[config.mk]
export PLATFORM = sky130hd
export DESIGN_NAME = commit_monitor_flat
export DESIGN_NICKNAME = d
export VERILOG_FILES = /design/src/rtl/commit_monitor_pkg.sv /design/src/rtl/commit_monitor_if.sv /design/src/rtl/commit_order_gen.sv /design/src/rtl/commit_monitor.sv /design/src/flat_wrapper.sv
export SDC_FILE = /design/constraint.sdc
export NUM_CORES = 1
export LEC_CHECK = 0
export ABC_AREA = 1
export CAP_MARGIN = 5
export CORE_ASPECT_RATIO = 1.4
export CORE_MARGIN = 5
export CORE_UTILIZATION = 36
export DETAILED_ROUTE_END_ITERATION = 8
export PLACE_DENSITY = 0.6
export SLEW_MARGIN = 30
export SYNTH_ARGS = -nofsm -noshare
export SYNTH_HDL_FRONTEND = slang
export SYNTH_SLANG_ARGS = --single-unit
[constraint.sdc]
create_clock -name clk -period 4.3 [get_ports clk]
set_clock_uncertainty 0.1 [all_clocks]
set_input_delay 0.86 -clock clk [delete_from_list [all_inputs] [get_ports clk]]
set_output_delay 0.86 -clock clk [all_outputs]
set_load 0.01 [all_outputs]
[src/rtl/commit_monitor_pkg.sv]
// rtl/commit_monitor_pkg.sv - shared types and helpers for the retirement monitor
package commit_monitor_pkg;

  typedef enum logic [1:0] {
    RUN     = 2'd0,
    DRAIN   = 2'd1,
    HALTED  = 2'd2,
    TIMEOUT = 2'd3
  } mon_state_t;

  localparam int NUM_ARCH_REGS = 32;
  localparam int MAX_LANES     = 4;

  // Callers zero-extend narrower lane vectors to MAX_LANES.
  function automatic logic [2:0] popcount_lanes(input logic [MAX_LANES-1:0] v);
    logic [2:0] n;
    n = '0;
    for (int i = 0; i < MAX_LANES; i++) n = n + {2'b00, v[i]};
    return n;
  endfunction

endpackage

[src/rtl/commit_monitor_if.sv]
// rtl/commit_monitor_if.sv - commit channel bundle between the core and the retirement monitor
interface commit_monitor_if #(
  parameter int NUM_LANES = 1,
  parameter int XLEN      = 32,
  parameter int ORDER_W   = 64
);
  logic [NUM_LANES-1:0]         commit_valid;
  logic [NUM_LANES-1:0]         commit_is_ctrl;
  logic [NUM_LANES*XLEN-1:0]    commit_pc_rdata;
  logic [NUM_LANES*XLEN-1:0]    commit_pc_wdata;
  logic [NUM_LANES-1:0]         commit_load_regfile;
  logic [NUM_LANES*5-1:0]       commit_rd_addr;
  logic [NUM_LANES*XLEN-1:0]    commit_rd_wdata;
  logic [NUM_LANES*ORDER_W-1:0] commit_order;

  modport master (
    output commit_valid, commit_is_ctrl, commit_pc_rdata, commit_pc_wdata,
           commit_load_regfile, commit_rd_addr, commit_rd_wdata,
    input  commit_order
  );

  modport slave (
    input  commit_valid, commit_is_ctrl, commit_pc_rdata, commit_pc_wdata,
           commit_load_regfile, commit_rd_addr, commit_rd_wdata,
    output commit_order
  );
endinterface

[src/rtl/commit_order_gen.sv]
// rtl/commit_order_gen.sv - dense per-lane order tags from a running base plus prefix popcount
module commit_order_gen
  import commit_monitor_pkg::*;
#(
  parameter int NUM_LANES = 1,
  parameter int ORDER_W   = 64
) (
  input  logic                         clk,
  input  logic                         rst_n,
  input  logic [NUM_LANES-1:0]         commit_valid,
  output logic [NUM_LANES*ORDER_W-1:0] commit_order,
  output logic [2:0]                   commit_cnt
);

  logic [ORDER_W-1:0]   base_q, base_d;
  logic [MAX_LANES-1:0] valid_ext, older;

  always_comb begin
    valid_ext = '0;
    valid_ext[NUM_LANES-1:0] = commit_valid;
    commit_cnt = popcount_lanes(valid_ext);
    base_d = base_q + ORDER_W'(commit_cnt);
    commit_order = '0;
    older = '0;
    // Each lane's tag skips only the valid lanes older than itself, so gaps stay dense.
    for (int i = 0; i < NUM_LANES; i++) begin
      older = '0;
      for (int j = 0; j < i; j++) older[j] = valid_ext[j];
      commit_order[i*ORDER_W +: ORDER_W] = base_q + ORDER_W'(popcount_lanes(older));
    end
  end

  always_ff @(posedge clk or negedge rst_n) begin
    if (!rst_n) base_q <= '0;
    else        base_q <= base_d;
  end

endmodule

[src/rtl/commit_monitor.sv]
// rtl/commit_monitor.sv - retirement monitor: order tags, retired count, halt/timeout FSM.
// COMMIT_MONITOR_SHADOW_RF_EN adds a 32-entry shadow register file output.
module commit_monitor
  import commit_monitor_pkg::*;
#(
  parameter int NUM_LANES      = 1,
  parameter int XLEN           = 32,
  parameter int ORDER_W        = 64,
  parameter int HALT_REPEAT    = 1,
  parameter int DRAIN_CYCLES   = 4,
  parameter int TIMEOUT_CYCLES = 100000
) (
  input  logic               clk,
  input  logic               reset_n,
  commit_monitor_if.slave    cif,
  output logic [ORDER_W-1:0] retired_count,
  output logic               halt,
  output logic               timeout,
  output mon_state_t         state
`ifdef COMMIT_MONITOR_SHADOW_RF_EN
  ,
  output logic [NUM_ARCH_REGS*XLEN-1:0] shadow_regs
`endif
);

  localparam int RPT_W  = $clog2(HALT_REPEAT + 1);
  localparam int IDLE_W = (TIMEOUT_CYCLES > 0) ? $clog2(TIMEOUT_CYCLES + 1) : 1;
  localparam int DRN_W  = $clog2(DRAIN_CYCLES + 2);
  localparam logic [RPT_W-1:0]  RPT_MAX  = RPT_W'(HALT_REPEAT);
  localparam logic [IDLE_W-1:0] IDLE_MAX = IDLE_W'(TIMEOUT_CYCLES);
  localparam logic [DRN_W-1:0]  DRN_INIT = DRN_W'(DRAIN_CYCLES);

  mon_state_t                 state_q, state_d;
  logic [RPT_W-1:0]           rpt_q, rpt_d;
  logic [IDLE_W-1:0]          idle_q, idle_d;
  logic [DRN_W-1:0]           drn_q, drn_d;
  logic [ORDER_W-1:0]         retired_q, retired_d;
  logic                       halt_q, halt_d, timeout_q, timeout_d;
  logic [2:0]                 commit_cnt;
  logic [NUM_LANES*ORDER_W-1:0] order_flat;
  logic                       any_valid, young_loop;

  commit_order_gen #(
    .NUM_LANES (NUM_LANES),
    .ORDER_W   (ORDER_W)
  ) u_order_gen (
    .clk          (clk),
    .rst_n        (reset_n),
    .commit_valid (cif.commit_valid),
    .commit_order (order_flat),
    .commit_cnt   (commit_cnt)
  );

  assign cif.commit_order = order_flat;

  // The youngest valid lane is the last one to overwrite young_loop.
  always_comb begin
    any_valid  = |cif.commit_valid;
    young_loop = 1'b0;
    for (int i = 0; i < NUM_LANES; i++) begin
      if (cif.commit_valid[i]) begin
        young_loop = cif.commit_is_ctrl[i] &&
                     (cif.commit_pc_wdata[i*XLEN +: XLEN] == cif.commit_pc_rdata[i*XLEN +: XLEN]);
      end
    end
  end

  always_comb begin
    state_d   = state_q;
    rpt_d     = rpt_q;
    idle_d    = idle_q;
    drn_d     = drn_q;
    retired_d = retired_q + ORDER_W'(commit_cnt);
    case (state_q)
      RUN: begin
        if (any_valid) begin
          rpt_d = young_loop ? ((rpt_q == RPT_MAX) ? rpt_q : rpt_q + RPT_W'(1)) : '0;
        end
        if (TIMEOUT_CYCLES != 0) idle_d = any_valid ? '0 : idle_q + IDLE_W'(1);
        // Halt wins: a pending loop trigger is acted on before the idle check.
        if (rpt_q == RPT_MAX) begin
          state_d = DRAIN;
          drn_d   = DRN_INIT;
        end else if ((TIMEOUT_CYCLES != 0) && (idle_d == IDLE_MAX)) begin
          state_d = TIMEOUT;
        end
      end
      DRAIN: begin
        if (drn_q <= DRN_W'(1)) state_d = HALTED;
        else                    drn_d   = drn_q - DRN_W'(1);
      end
      default: ;
    endcase
    halt_d    = halt_q | (state_d == HALTED);
    timeout_d = timeout_q | (state_d == TIMEOUT);
  end

  always_ff @(posedge clk or negedge reset_n) begin
    if (!reset_n) begin
      state_q   <= RUN;
      rpt_q     <= '0;
      idle_q    <= '0;
      drn_q     <= '0;
      retired_q <= '0;
      halt_q    <= 1'b0;
      timeout_q <= 1'b0;
    end else begin
      state_q   <= state_d;
      rpt_q     <= rpt_d;
      idle_q    <= idle_d;
      drn_q     <= drn_d;
      retired_q <= retired_d;
      halt_q    <= halt_d;
      timeout_q <= timeout_d;
    end
  end

  assign retired_count = retired_q;
  assign halt          = halt_q;
  assign timeout       = timeout_q;
  assign state         = state_q;

`ifdef COMMIT_MONITOR_SHADOW_RF_EN
  logic [NUM_ARCH_REGS-1:0][XLEN-1:0] rf_q, rf_d;

  // Lanes applied oldest first so a younger write to the same rd lands last.
  always_comb begin
    rf_d = rf_q;
    for (int i = 0; i < NUM_LANES; i++) begin
      if (cif.commit_valid[i] && cif.commit_load_regfile[i] &&
          (cif.commit_rd_addr[i*5 +: 5] != 5'd0)) begin
        rf_d[cif.commit_rd_addr[i*5 +: 5]] = cif.commit_rd_wdata[i*XLEN +: XLEN];
      end
    end
  end

  always_ff @(posedge clk or negedge reset_n) begin
    if (!reset_n) rf_q <= '0;
    else          rf_q <= rf_d;
  end

  assign shadow_regs = rf_q;
`else
  logic unused_rf;
  assign unused_rf = ^{cif.commit_load_regfile, cif.commit_rd_addr, cif.commit_rd_wdata};
`endif

endmodule

[src/flat_wrapper.sv]
// flat-port wrapper written by rule: the top's interface ports become plain ports
module commit_monitor_flat import commit_monitor_pkg::*;
#(
  parameter int NUM_LANES      = 1,
  parameter int XLEN           = 32,
  parameter int ORDER_W        = 64,
  parameter int HALT_REPEAT    = 1,
  parameter int DRAIN_CYCLES   = 4,
  parameter int TIMEOUT_CYCLES = 100000
)
  (clk, reset_n, retired_count, halt, timeout, state, cif_commit_valid, cif_commit_is_ctrl, cif_commit_pc_rdata, cif_commit_pc_wdata, cif_commit_load_regfile, cif_commit_rd_addr, cif_commit_rd_wdata, cif_commit_order);
  commit_monitor_if #(.NUM_LANES(NUM_LANES), .XLEN(XLEN), .ORDER_W(ORDER_W)) cif_i ();
  input  logic clk;
  input  logic reset_n;
  output logic [ORDER_W-1:0] retired_count;
  output logic halt;
  output logic timeout;
  output mon_state_t state;
  input wire logic [$bits(cif_i.commit_valid)-1:0] cif_commit_valid;
  input wire logic [$bits(cif_i.commit_is_ctrl)-1:0] cif_commit_is_ctrl;
  input wire logic [$bits(cif_i.commit_pc_rdata)-1:0] cif_commit_pc_rdata;
  input wire logic [$bits(cif_i.commit_pc_wdata)-1:0] cif_commit_pc_wdata;
  input wire logic [$bits(cif_i.commit_load_regfile)-1:0] cif_commit_load_regfile;
  input wire logic [$bits(cif_i.commit_rd_addr)-1:0] cif_commit_rd_addr;
  input wire logic [$bits(cif_i.commit_rd_wdata)-1:0] cif_commit_rd_wdata;
  output wire logic [$bits(cif_i.commit_order)-1:0] cif_commit_order;
  assign cif_i.commit_valid = cif_commit_valid;
  assign cif_i.commit_is_ctrl = cif_commit_is_ctrl;
  assign cif_i.commit_pc_rdata = cif_commit_pc_rdata;
  assign cif_i.commit_pc_wdata = cif_commit_pc_wdata;
  assign cif_i.commit_load_regfile = cif_commit_load_regfile;
  assign cif_i.commit_rd_addr = cif_commit_rd_addr;
  assign cif_i.commit_rd_wdata = cif_commit_rd_wdata;
  assign cif_commit_order = cif_i.commit_order;
  commit_monitor #(.NUM_LANES(NUM_LANES), .XLEN(XLEN), .ORDER_W(ORDER_W), .HALT_REPEAT(HALT_REPEAT), .DRAIN_CYCLES(DRAIN_CYCLES), .TIMEOUT_CYCLES(TIMEOUT_CYCLES)) u_core (.clk(clk), .reset_n(reset_n), .cif(cif_i), .retired_count(retired_count), .halt(halt), .timeout(timeout), .state(state));
endmodule
* Word-level counts from Yosys, hierarchy flattened *
Cells that the tools add are included.

word-level totals
  register bits = 153
  bits in latches = 0
  RAM bits = 0
  memory bits (read-only) = 0
  input port bits = 106
  memories = 0

operators by class
  $add $sub $neg = 5
  multiply operators = 0
  divide/modulo/power cells = 0
  magnitude comparators = 1
  equal/unequal tests = 7
  shift operators = 0
  muxes and demuxes = 12
  bitwise operators = 2
  reduce and logical (&&, ||, !) cells = 5

operators by type and width
  cell                                                   number
  adder 64 x 1 -> 64 bit                                 2
  2-to-1 mux 17 bit                                      2
  equality test 32 bit                                   1
  adder 17 x 1 -> 17 bit, second input constant          1
  equality test 17 bit, second input constant            1
  2-to-1 mux 2 bit                                       3
  2-to-1 mux 3 bit                                       2
  case mux 3 bit (2 select lines)                        1
  equality test 2 bit, second input constant             2
  case mux 2 bit (2 select lines)                        1
  <= comparator 3 x 1 -> 1 bit, second input constant    1
  2-to-1 mux 1 bit                                       3
  AND reduction 3 bit                                    1
  subtractor 3 x 1 -> 3 bit, second input constant       1
  equality test 2 x 1 -> 1 bit, second input constant    1
  logical NOT 2 bit                                      1
  inequality test 2 x 1 -> 1 bit, second input constant  1
  inequality test 2 bit, second input constant           1
  bitwise OR 1 bit                                       2
  AND reduction 2 bit                                    1
  nonzero test 2 bit                                     1
  adder 1 bit, second input constant                     1
  logical AND 1 bit                                      1

* Depth between registers and ports, before layout *
Gate-level depths: netlist (run 1).

  depth after elaboration = 9
  depth in mapped cells = 14
  depth with buffers taken out = 14

* Hierarchy *
Synthesis (run 1) repeated with hierarchy kept, for this count alone.

second synthesis, totals
  cell total of the unflattened synthesis = 1237
  area, all modules = 9276.4 µm²

by module, submodules not included
  module            times used  cells an instance  area an instance (µm²)  sequential area each (µm²)
  commit_monitor    1           719                5509.0                  2227.1
  commit_order_gen  1           518                3767.4                  1601.5

* Worst setup path before layout (run 1) *
No wires, ideal clock.

  path kind = input to register
  start point = input port cif_commit_valid
  end point = register u_core.retired_q[60] (netlist: u_core.retired_count[60])
  arrival time = 2361 ps
  data required time = 4074 ps
  slack = 1712 ps
  stages = 12
  path buffers = 0
  path through = ha_1 ha_1 inv_1 nor2_2 nand2_2 nor2_4 nand3_1 nor2_1 nand3b_1 nor2_1 nand3_1 xnor2_1

on the way
  cells in the longest elaborated chain, start to end = 1

ends and longest elaborated chain
  element                   line                   text
  start, declared           flat_wrapper.sv:19     input wire logic [$bits(cif_i.commit_valid)-1:0] cif_commit_valid;
  adder 64 x 1 -> 64 bit    commit_monitor.sv:73   retired_d = retired_q + ORDER_W'(commit_cnt);
  via u_core.retired_d[60]  commit_monitor.sv:37   logic [ORDER_W-1:0] retired_q, retired_d;
  end signal, assigned      commit_monitor.sv:112  retired_q <= retired_d;
  end, declared             commit_monitor.sv:37

The timed path passes the listed nets, and every way through them passes these cells.
A chain may end at the register's enable or synchronous reset.

* Final worst setup path (run 1) *
Ends and elaborated chain as after synthesis.

==> results of run 1 <==
## synthesized netlist by cell type, types with 2 or more instances
library cell | n | area, um^2
sky130_fd_sc_hd__nand2_1 | 242 | 908
sky130_fd_sc_hd__nand2_2 | 4 | 25.0
sky130_fd_sc_hd__nor3_2 | 4 | 40.0
sky130_fd_sc_hd__nor4_1 | 16 | 100
sky130_fd_sc_hd__inv_1 | 137 | 514
sky130_fd_sc_hd__o22ai_1 | 5 | 31.3
sky130_fd_sc_hd__nor3_4 | 3 | 48.8
sky130_fd_sc_hd__o21ai_0 | 20 | 100
sky130_fd_sc_hd__o21bai_1 | 2 | 15.0
sky130_fd_sc_hd__a21oi_1 | 5 | 25.0
sky130_fd_sc_hd__nand4_1 | 52 | 325
sky130_fd_sc_hd__nor4_2 | 3 | 37.5
sky130_fd_sc_hd__nor3_1 | 54 | 270
sky130_fd_sc_hd__nand3_2 | 2 | 20.0
sky130_fd_sc_hd__xor2_1 | 88 | 771
sky130_fd_sc_hd__or2_2 | 4 | 25.0
sky130_fd_sc_hd__xnor2_1 | 48 | 420
sky130_fd_sc_hd__nand3_1 | 55 | 275
sky130_fd_sc_hd__dfrtp_1 | 153 | 3830
sky130_fd_sc_hd__nor2_1 | 155 | 582
sky130_fd_sc_hd__nand3b_1 | 5 | 37.5
sky130_fd_sc_hd__a211oi_1 | 2 | 15.0
sky130_fd_sc_hd__nor2_2 | 2 | 12.5
sky130_fd_sc_hd__o2111ai_1 | 2 | 17.5
sky130_fd_sc_hd__ha_1 | 7 | 87.6
sky130_fd_sc_hd__nor2_4 | 5 | 56.3
sky130_fd_sc_hd__clkbuf_1 | 3 | 11.3
## path summary, 6_finish.rpt
path / to / slack, ns / cells past startpoint
min reg2reg: u_core.timeout$_DFF_PN0_ / 0.37 / 2
min in group asynchronous: u_core.idle_q[2]$_DFFE_PN0P_ / 0.43 / 1
max: u_core.retired_count[60]$_DFF_PN0_ / 1.06 / 13
max reg2reg: u_core.retired_count[60]$_DFF_PN0_ / 1.84 / 12
min: u_core.timeout$_DFF_PN0_ / 0.37 / 2
max in group asynchronous: u_core.retired_count[42]$_DFF_PN0_ / 2.88 / 2
## registers in the layout, indices dropped and copies added, names as in the netlist
register                   flops
u_core.state                   2
u_core.halt                    1
u_core.rpt_q                   1
u_core.timeout                 1
u_core.retired_count          64
u_core.u_order_gen.base_q     64
u_core.drn_q                   3
u_core.idle_q                 17
## cells by family after synthesis
group | Yosys count | share of synthesized area [%]
buffers and inverters | 142 | 6.13
AOI/OAI and AO/OA | 38 | 2.54
DFF | 153 | 44.0
adders and majority gates | 7 | 1.01
and+or+nand+nor | 613 | 32.7
xor gates and xnor gates | 136 | 13.7
## layer usage
layer  wire [um]  GRT usage [%]  up-vias
met5           0              0        -
met4         557           6.37        0
met3        1470           4.15       34
met2       13600           34.8      226
met1        9880           21.1     3681
li1            -              -     3966
## critical path: stages
cell,delay (ns)
sky130_fd_sc_hd__clkdlybuf4s50_1,0.66
sky130_fd_sc_hd__ha_1,0.25
sky130_fd_sc_hd__ha_1,0.19
sky130_fd_sc_hd__inv_1,0.07
sky130_fd_sc_hd__nor2_2,0.15
sky130_fd_sc_hd__nand2_2,0.12
sky130_fd_sc_hd__nor2_4,0.13
sky130_fd_sc_hd__nand3_1,0.12
sky130_fd_sc_hd__nor2_1,0.24
sky130_fd_sc_hd__nand3b_1,0.21
sky130_fd_sc_hd__nor2_1,0.20
sky130_fd_sc_hd__nand3_1,0.11
sky130_fd_sc_hd__xnor2_1,0.14
## power by group through the flow
| stage | sequential, mW | combinational, mW | clock (mW) |
|---|---|---|---|
| after floorplan | 1.62 | 0.159 | 0 |
| after global routing | 1.60 | 0.510 | 1.66 |
| after CTS | 1.59 | 0.471 | 1.60 |
| after detailed placement | 1.62 | 0.469 | 0 |
| final | 1.59 | 0.458 | 1.56 |
| after global placement | 1.61 | 0.464 | 0 |
## cells in the final DEF, fill, tap and decap left out, types with 3 or more instances in the layout
cell type,instances
sky130_fd_sc_hd__nand2_1,242
sky130_fd_sc_hd__clkdlybuf4s50_1,198
sky130_fd_sc_hd__nor2_1,155
sky130_fd_sc_hd__dfrtp_1,153
sky130_fd_sc_hd__inv_1,137
sky130_fd_sc_hd__xor2_1,88
sky130_fd_sc_hd__nand3_1,55
sky130_fd_sc_hd__nor3_1,54
sky130_fd_sc_hd__nand4_1,52
sky130_fd_sc_hd__xnor2_1,48
sky130_fd_sc_hd__o21ai_0,20
sky130_fd_sc_hd__clkbuf_16,17
sky130_fd_sc_hd__nor4_1,16
sky130_fd_sc_hd__ha_1,7
sky130_fd_sc_hd__clkinvlp_4,7
sky130_fd_sc_hd__a21oi_1,5
sky130_fd_sc_hd__nand3b_1,5
sky130_fd_sc_hd__nor2_4,5
sky130_fd_sc_hd__o22ai_1,5
sky130_fd_sc_hd__nand2_2,4
sky130_fd_sc_hd__or2_2,4
sky130_fd_sc_hd__nor3_2,4
sky130_fd_sc_hd__clkbuf_8,4
sky130_fd_sc_hd__nor3_4,3
sky130_fd_sc_hd__nor4_2,3
sky130_fd_sc_hd__bufinv_16,3
## per-stage QoR
stage	instance area [um^2]	util, %	hold slack [ns]
floorplan	8710	-	0.349
global placement	11100	46.5	0.350
detailed placement	11100	46.5	0.348
CTS	11700	49.1	0.375
global route	11700	49.1	0.403
finish	11700	49.1	0.371
## layout make-up
cell class | instances | area [um^2]
clock buffer | 22 | 474
fill | 2362 | 12200
clock inverter | 10 | 143
multi-input combinational | 794 | 4350
sequential | 153 | 3830
timing repair buffer | 202 | 2030
tap | 310 | 388
inverter | 138 | 518
==> impl_summary.log, run 1 <==
INFO  metric status = finished clean
INFO  metric min_from = u_core.timeout$_DFF_PN0_
INFO  metric power.ir.vdd_worst = 278 uV
INFO  metric ys_dominant_reg_cell = sky130_fd_sc_hd__dfrtp_1
INFO  metric path_class = in -> reg
INFO  metric fp.coreArea = 23900 um^2
INFO  metric setup_viol = 0
INFO  metric max_clock_freq = 309 MHz
INFO  metric synthesis.nets = 1202
INFO  metric critPathRequiredTime = 4.51 ns
INFO  metric tns = 0 ns
INFO  metric post_cts_resized = 0
INFO  metric cts_buffers = 17
INFO  metric wire_per_inst = 15.7 um
INFO  metric setup_ws = 1.06 ns
INFO  metric grt_max_degree = 98
INFO  metric cts.sinks = 153
INFO  metric synth-seq-cells = 153
INFO  metric post_synth_instance_area = 8710 um^2
INFO  metric diodes = 0
INFO  metric worst_slack_at_placement = 0.581 ns
INFO  metric die_w = 141 um
INFO  metric layout-area-overhead-vs-synth = 34.7%
INFO  metric global_route.overflow_total = 0
INFO  metric number_of_synthesized_flops_with_an_enable_pin = 0
INFO  metric numPlacedInstances = 1597
INFO  metric first_global_vias = 8008
INFO  metric worst_slew_pin_slew = 0.880 ns
INFO  metric clock_path_buffers = 2
INFO  metric floorplan.initialDensity = 36.4%
INFO  metric power = 3.61 mW
INFO  metric power_switching_share = 25.3%
INFO  metric wl = 25500 um
INFO  metric vias = 7907
INFO  metric final_ant_viol_nets = 0
INFO  metric net-switching-power = 0.914 mW
INFO  metric cp_data_arrival_time = 3.45 ns
INFO  metric relSlewSlack = 41.2%
INFO  metric postSynthCellCount = 1089
INFO  metric layoutNonFillerInstCount = 1629
INFO  metric numPortBuffers = 199
INFO  metric finalNetCount = 1419
INFO  metric post_cts_hold_buffer_count = 0
INFO  metric period_minus_ws_final = 3.24 ns
INFO  metric route.detailed.drc = 0
INFO  metric areal_power_density_over_the_cells = 308 nW/um^2
INFO  metric synth.yosys.warnings = 0
INFO  metric setup_repair_after_global_routing_missed_its_margin = no
INFO  metric period_share = 75.3%
INFO  metric grt_antenna_before_repair = 0
INFO  metric clock_latency = 0.43 ns
INFO  metric grt.total_usage = 18.8%
INFO  metric synth-async-reset-ratio = 100%
INFO  metric maxSlewViolCount = 0
INFO  metric die_area = 27400 um^2
INFO  metric die_height = 194 um
INFO  metric synth-seq-area-share = 44.0%
INFO  metric maxCapViolations = 0
INFO  metric drive_gt1_share = 5.00%
INFO  metric placementRows = 67
INFO  metric gpl.final_weighted_congestion = 0.871
INFO  metric sequentialPowerShare = 44.0%
INFO  metric post-dp-hpwl = 20500 um
INFO  metric cp-start-kind = input pin
INFO  metric hold_class = reg -> reg
INFO  metric floorplan.io_pins = 238
INFO  metric root_buffer = sky130_fd_sc_hd__clkbuf_16
INFO  metric post-cts-setup-buffer-count = 0
INFO  metric dr_pass1_iterations = 5
INFO  metric reg2reg_from = u_core.retired_count[0]$_DFF_PN0_
INFO  metric cts.htree.levels = 4
INFO  metric drt_iter0_drc = 495
INFO  metric p_int = 2.69 mW
INFO  metric first_pass_grt_wire_length = 41500 um
INFO  metric crit_start = cif_commit_valid
INFO  metric drt-vias-per-instance = 4.85
INFO  metric average_instance_area_after_synthesis = 8.00 um^2
INFO  metric synth.lib_cells_used.distinct = 38
INFO  metric p_clk_share = 43.3%
INFO  metric tritoncts = yes
INFO  metric critPathCaptureType = flop
INFO  metric power.share.combinational = 12.7%
INFO  metric p_leak = 5.36 nW
INFO  metric final_hold_viol_count = 0
INFO  metric path_max_fanout = 7
INFO  metric clk_transition_reported_paths = 0.06 ns
Note: power is estimated with default switching activity, not from simulation.
==> run 2, diff against run 1 <==
Settings changed: PLACE_DENSITY 0.6 to 0.62.
Clock period 4.3 ns to 2.8 ns, I/O delays scaled along.
==> impl_summary.log, run 2 (synthesis results as in run 1) <==
INFO  metric status = finished clean
INFO  metric min_from = u_core.halt$_DFF_PN0_
INFO  metric worst_slew_pin_slew = 0.567 ns (-0.313 ns)
INFO  metric diodes = 0 (unchanged)
INFO  metric layout_commonest_cell = sky130_fd_sc_hd__nand2_1
INFO  metric grt_max_degree = 57 (-42%)
INFO  metric tritoncts = yes
INFO  metric cts.sinks = 153 (unchanged)
INFO  metric cts_buffers = 17 (unchanged)
INFO  metric finalNetCount = 1479 (+4.2%)
INFO  metric crit_chain = clkdlybuf4s50_1 -> buf_4 -> ha_1 -> ha_1 -> nand3_1 -> inv_1 -> nand2_2 -> nor3_4 -> nand4_2 -> nor2_1 -> nand2_1 -> nor2_1 -> xor2_1
INFO  metric maxCapViolations = 0 (unchanged)
INFO  metric grt.total_usage = 19.2% (+0.39 points)
INFO  metric worst_slack_at_placement = -0.227 ns (-0.808 ns)
INFO  metric post-dp-hpwl = 21000 um (+2.8%)
INFO  metric cp-start-kind = input pin
INFO  metric die_area = 27400 um^2 (unchanged)
INFO  metric drt_iter0_drc = 494 (-0.20%)
INFO  metric clk_transition_reported_paths = 0.06 ns (about the same)
INFO  metric maxSlewViolCount = 0 (unchanged)
INFO  metric reg2reg_from = u_core.retired_count[0]$_DFF_PN0_
INFO  metric die_height = 194 um (unchanged)
INFO  metric critPathRequiredTime = 3.06 ns (-1.45 ns)
INFO  metric path_max_fanout = 4 (-3)
INFO  metric die_w = 141 um (unchanged)
INFO  metric setup_ws = 0.241 ns (-0.822 ns)
INFO  metric drt-vias-per-instance = 4.86 (+0.12%)
INFO  metric setup_viol = 0 (unchanged)
INFO  metric power.ir.vdd_worst = 428 uV (+54%)
INFO  metric p_leak = 5.68 nW (+6.0%)
INFO  metric period_minus_ws_final = 2.56 ns
INFO  metric dr_pass1_iterations = 5 (unchanged)
INFO  metric critPathBufInv = 3 (+1)
INFO  metric final_ant_viol_nets = 0 (unchanged)
INFO  metric first_pass_grt_wire_length = 42400 um (+2.3%)
INFO  metric final_hold_viol_count = 0 (unchanged)
INFO  metric path_class = in -> reg
INFO  metric mostFrequentLayoutCells = sky130_fd_sc_hd__nand2_1 (242), sky130_fd_sc_hd__clkdlybuf4s50_1 (198), sky130_fd_sc_hd__nor2_1 (155)
INFO  metric clock_path_buffers = 2 (unchanged)
INFO  metric floorplan.initialDensity = 36.4% (unchanged)
INFO  metric root_buffer = sky130_fd_sc_hd__clkbuf_16
INFO  metric placementRows = 67 (unchanged)
INFO  metric final.hold.worst_slack = 0.376 ns (+0.00591 ns)
INFO  metric floorplan.io_pins = 238 (unchanged)
INFO  metric period_share = 91.4%
INFO  metric relSlewSlack = 62.2% (+21 points)
INFO  metric setup_repair_after_global_routing_missed_its_margin = no
INFO  metric gpl.final_weighted_congestion = 0.910 (+4.5%)
INFO  metric vias = 8203 (+3.7%)
INFO  metric grt_antenna_before_repair = 0 (unchanged)
INFO  metric dpl_cell_area = 11600 um^2 (+4.1%)
INFO  metric crit_start = cif_commit_valid
INFO  metric hold_class = reg -> reg
INFO  metric first_global_vias = 8388 (+4.7%)
INFO  metric timing.critical_path.slowest_stage_cell = sky130_fd_sc_hd__clkdlybuf4s50_1
INFO  metric areal_power_density_over_the_cells = 456 nW/um^2 (+48%)
INFO  metric design_area = 12200 um^2 (+3.8%)
INFO  metric cp_slowest_stage_delay = 0.48 ns (-0.18 ns)
INFO  metric route.detailed.drc = 0 (unchanged)
INFO  metric cp_data_arrival_time = 2.82 ns (-0.63 ns)
INFO  metric fp.coreArea = 23900 um^2 (unchanged)
INFO  metric cts.htree.levels = 4 (unchanged)
INFO  metric post_cts_resized = 0 (unchanged)
INFO  metric wl = 25800 um (+1.0%)
INFO  metric critPathCaptureType = flop
INFO  metric power = 5.55 mW (+54%)
INFO  metric clock_latency = 0.43 ns (about the same)
INFO  metric critical_path.top_delay_family = simple AND/OR/NAND/NOR gates
INFO  metric global_route.overflow_total = 0 (unchanged)
INFO  metric numPortBuffers = 199 (unchanged)
INFO  metric max_clock_freq = 391 MHz
INFO  metric drive_gt1_share = 8.93% (+3.9 points)
INFO  metric layout-area-overhead-vs-synth = 39.8%
INFO  metric wire_per_inst = 15.3 um (-2.5%)
-- run 2: stage by stage --
stage | util (%) | cells | setup TNS [ns]
global route | 50.9 | 1688 | 0
floorplan | - | 1089 | 0
global placement | 48.4 | 1656 | -3.08
detailed placement | 48.4 | 1656 | -3.84
CTS | 50.9 | 1688 | 0
finish | 50.9 | 1688 | 0
-- run 2: layer usage --
| layer | global-route usage [%] | wire length (um) |
|---|---|---|
| met1 | 21.7 | 10000 |
| met2 | 34.3 | 13300 |
| met3 | 4.00 | 1530 |
| met4 | 9.03 | 911 |
| met5 | 0 | 0 |
-- run 2: power breakdown --
part | total, mW | switching (mW) | internal (mW)
Clock | 2.36 | 0.899 | 1.46
Combinational | 0.744 | 0.355 | 0.390
Sequential | 2.44 | 0.132 | 2.31
-- run 2: timing repair --
item | CTS | global route
endpoints found under the hold margin | 8 | 0
setup buffers | 0 | 0
hold buffers | 1 | 0
-- run 2: worst paths after layout --
kind                                                            to  slack [ns]  depth (start not counted)
hold / removal                               u_core.halt$_DFF_PN0_        0.38                          2
setup / recovery           u_core.u_order_gen.base_q[56]$_DFF_PN0_        0.24                         13
setup reg to reg                u_core.retired_count[60]$_DFF_PN0_        0.51                         12
hold reg to reg                              u_core.halt$_DFF_PN0_        0.38                          2
max in group asynchronous       u_core.retired_count[24]$_DFF_PN0_        1.28                          3
min in group asynchronous             u_core.idle_q[0]$_DFFE_PN0P_        0.55                          2
-- run 2: worst reg2reg max path, cell delays in order (launching register included) --
cell                       delay [ns]
sky130_fd_sc_hd__dfrtp_1         0.36
sky130_fd_sc_hd__ha_1            0.21
sky130_fd_sc_hd__ha_1            0.18
sky130_fd_sc_hd__inv_1           0.06
sky130_fd_sc_hd__nor2_2          0.13
sky130_fd_sc_hd__nand2_2         0.10
sky130_fd_sc_hd__nor2_4          0.13
sky130_fd_sc_hd__nand3_1         0.13
sky130_fd_sc_hd__nor2_1          0.20
sky130_fd_sc_hd__nand3b_1        0.17
sky130_fd_sc_hd__nor2_1          0.16
sky130_fd_sc_hd__nand3_1         0.10
sky130_fd_sc_hd__xnor2_1         0.14
-- run 2: final cells by class --
type                    count  area, um^2
clock inverters             8         119
inverters                 138         518
fillers                  2302       11700
clock buffers              23         478
multi-input cells         794        4350
flip-flops and latches    153        3830
well taps                 310         388
repair buffers            262        2490
==> run 3, diff against run 2 <==
Settings changed: CORE_MARGIN 5 to 3.
==> impl_summary.log, run 3 (synthesis results as in run 1) <==
INFO  metric maxCapViolations = 0 (unchanged)
INFO  metric setup_viol = 0 (unchanged)
INFO  metric path_class = in -> reg
INFO  metric floorplan.io_pins = 238 (unchanged)
INFO  metric floorplan.initialDensity = 37.0% (+0.55 points)
INFO  metric dr_pass1_iterations = 5 (unchanged)
INFO  metric tns = 0 ns (unchanged)
INFO  metric drt-vias-per-instance = 4.87 (+0.31%)
INFO  metric cp_data_arrival_time = 2.81 ns (about the same)
INFO  metric final.hold.worst_slack = 0.0543 ns (-0.322 ns)
INFO  metric first_pass_grt_wire_length = 41800 um (-1.4%)
INFO  metric cp-start-kind = input pin
INFO  metric layout.filler_cells = 2268 (-1.5%)
INFO  metric global_route.overflow_total = 0 (unchanged)
INFO  metric grt_antenna_before_repair = 0 (unchanged)
INFO  metric cts_buffers = 17 (unchanged)
INFO  metric p_leak = 5.69 nW (+0.24%)
INFO  metric diodes = 0 (unchanged)
INFO  metric tritoncts = yes
INFO  metric multiInputGateArea = 4360 um^2 (+0.35%)
INFO  metric cp_slowest_stage_delay = 0.54 ns (+0.06 ns)
INFO  metric placementRows = 66 (-1.5%)
INFO  metric relSlewSlack = 50.3% (-12 points)
INFO  metric drt_iter0_drc = 459 (-7.1%)
INFO  metric finalNetCount = 1480 (+0.068%)
INFO  metric period_share = 92.7% (+1.3 points)
INFO  metric root_buffer = sky130_fd_sc_hd__clkbuf_16
INFO  metric fp.coreArea = 23500 um^2 (-1.5%)
INFO  metric layout-area-overhead-vs-synth = 40.4%
INFO  metric crit_chain = clkdlybuf4s50_1 -> ha_1 -> ha_1 -> inv_1 -> nor2_2 -> nand2_2 -> nor2_4 -> nand3_1 -> nor2_2 -> nand3b_1 -> nor2_1 -> nand3_1 -> xnor2_1
INFO  metric numPlacedInstances = 1654 (-0.12%)
INFO  metric die_area = 26100 um^2 (-4.8%)
INFO  metric grt_max_degree = 77 (+35%)
INFO  metric numPortBuffers = 199 (unchanged)
INFO  metric setup_ws = 0.204 ns (-0.0369 ns)
INFO  metric final_ant_viol_nets = 0 (unchanged)
INFO  metric critPathCaptureType = flop
INFO  metric die_w = 137 um (-2.8%)
INFO  metric route.detailed.drc = 0 (unchanged)
INFO  metric status = finished clean
INFO  metric drive_gt1_share = 9.64% (+0.72 points)
INFO  metric critPathRequiredTime = 3.01 ns (-0.05 ns)
INFO  metric wl = 26200 um (+1.8%)
INFO  metric finalCoreUtilization = 51.9% (+1.0 points)
INFO  metric ff_latch_area = 3830 um^2 (unchanged)
INFO  metric hold_class = in -> async
INFO  metric clock_latency = 0.43 ns (about the same)
INFO  metric worst_slack_at_placement = -0.269 ns (-0.0422 ns)
INFO  metric gpl.final_weighted_congestion = 0.926 (+1.7%)
INFO  metric max_clock_freq = 385 MHz (-1.4%)
INFO  metric cts.htree.levels = 4 (unchanged)
INFO  metric maxSlewViolCount = 0 (unchanged)
INFO  metric wire_per_inst = 15.6 um (+2.0%)
INFO  metric mostFrequentLayoutCells = sky130_fd_sc_hd__nand2_1 (242), sky130_fd_sc_hd__clkdlybuf4s50_1 (198), sky130_fd_sc_hd__dfrtp_1 (153)
INFO  metric post-dp-hpwl = 21200 um (+0.89%)
INFO  metric areal_power_density_over_the_cells = 470 nW/um^2 (+3.1%)
INFO  metric cts.sinks = 153 (unchanged)
INFO  metric layout_commonest_cell = sky130_fd_sc_hd__nand2_1
INFO  metric final_hold_viol_count = 0 (unchanged)
INFO  metric die_height = 190 um (-2.1%)
INFO  metric clock_path_buffers = 2 (unchanged)
INFO  metric first_global_vias = 8379 (-0.11%)
INFO  metric vias = 8214 (+0.13%)
INFO  metric layoutNonFillerInstCount = 1685 (-0.18%)
INFO  metric power.ir.vdd_worst = 447 uV (+4.4%)
INFO  metric grt.total_usage = 20.4% (+1.2 points)
INFO  metric clk_transition_reported_paths = 0.06 ns (about the same)
INFO  metric period_minus_ws_final = 2.60 ns (+0.0369 ns)
INFO  metric worst_slew_pin_slew = 0.745 ns (+0.178 ns)
INFO  metric setup_repair_after_global_routing_missed_its_margin = yes
INFO  metric path_max_fanout = 3 (-1)
INFO  metric timing.critical_path.slowest_stage_cell = sky130_fd_sc_hd__clkdlybuf4s50_1
-- run 3: cell count changes in the layout (fill, tap and decap cells not counted), sizes merged --
cell,before,now
bufinv,3,5
clkinvlp,0,3
inv,137,138
buf,63,65
clkinv,6,4
clkbuf,23,19
dlygate4sd3,1,0
-- run 3: worst paths after layout --
path	slack, ns	end	start	cells after the start
hold / removal	0.05	u_core.retired_count[60]$_DFF_PN0_	reset_n	1
setup reg to reg	0.50	u_core.halt$_DFF_PN0_	u_core.idle_q[0]$_DFFE_PN0P_	14
hold reg to reg	0.37	u_core.retired_count[63]$_DFF_PN0_	u_core.retired_count[63]$_DFF_PN0_	1
max in group asynchronous	1.83	u_core.retired_count[14]$_DFF_PN0_	reset_n	2
setup / recovery	0.20	u_core.retired_count[60]$_DFF_PN0_	cif_commit_valid	13
min in group clk	0.37	u_core.retired_count[63]$_DFF_PN0_	u_core.retired_count[63]$_DFF_PN0_	1
-- run 3: through the flow --
stage | cell area (um^2) | total power [mW]
2_1_floorplan | 8710 | 2.73
3_3_place_gp | 11600 | 3.23
3_5_place_dp | 11600 | 3.24
4_1_cts | 12200 | 5.82
5_1_grt | 12200 | 5.97
6_report | 12200 | 5.75
-- run 3: per-layer routing --
metal | vias to the layer above | part of all wire [%] | track usage (%)
li1 | 4081 | - | -
met1 | 3862 | 38 | 22.5
met2 | 239 | 54 | 38.0
met3 | 32 | 5.6 | 4.52
met4 | 0 | 1.9 | 6.53
met5 | - | 0 | 0
-- run 3: critical path: cells and delay by family --
kind                       cells  cell delay, ns
xor gates and xnor gates       1            0.14
adders and majority gates      2            0.37
buffers and inverters          2            0.60
and+or+nand+nor                8            1.12
-- run 3: what timing repair did --
item | 4_1_cts | 5_1_grt
hold buffers | 0 | 0
endpoints found under the hold margin | 0 | 0
resized for setup | 0 | 5
buffers inserted | 0 | 0
setup endpoints to repair | 0 | 8
-- run 3: power breakdown --
group,switching [mW],internal (mW)
sequential,0.113,2.31
combinational,0.373,0.386
clock,0.945,1.62
-- run 3: cell type report --
cell class	instances	share of cell area [%]
Multi-Input combinational cell	794	35.7
Sequential cell	153	31.3
Timing Repair Buffer	263	20.3
Inverter	138	4.24
Clock buffer	19	3.70
Tap cell	306	3.13
Clock inverter	12	1.61
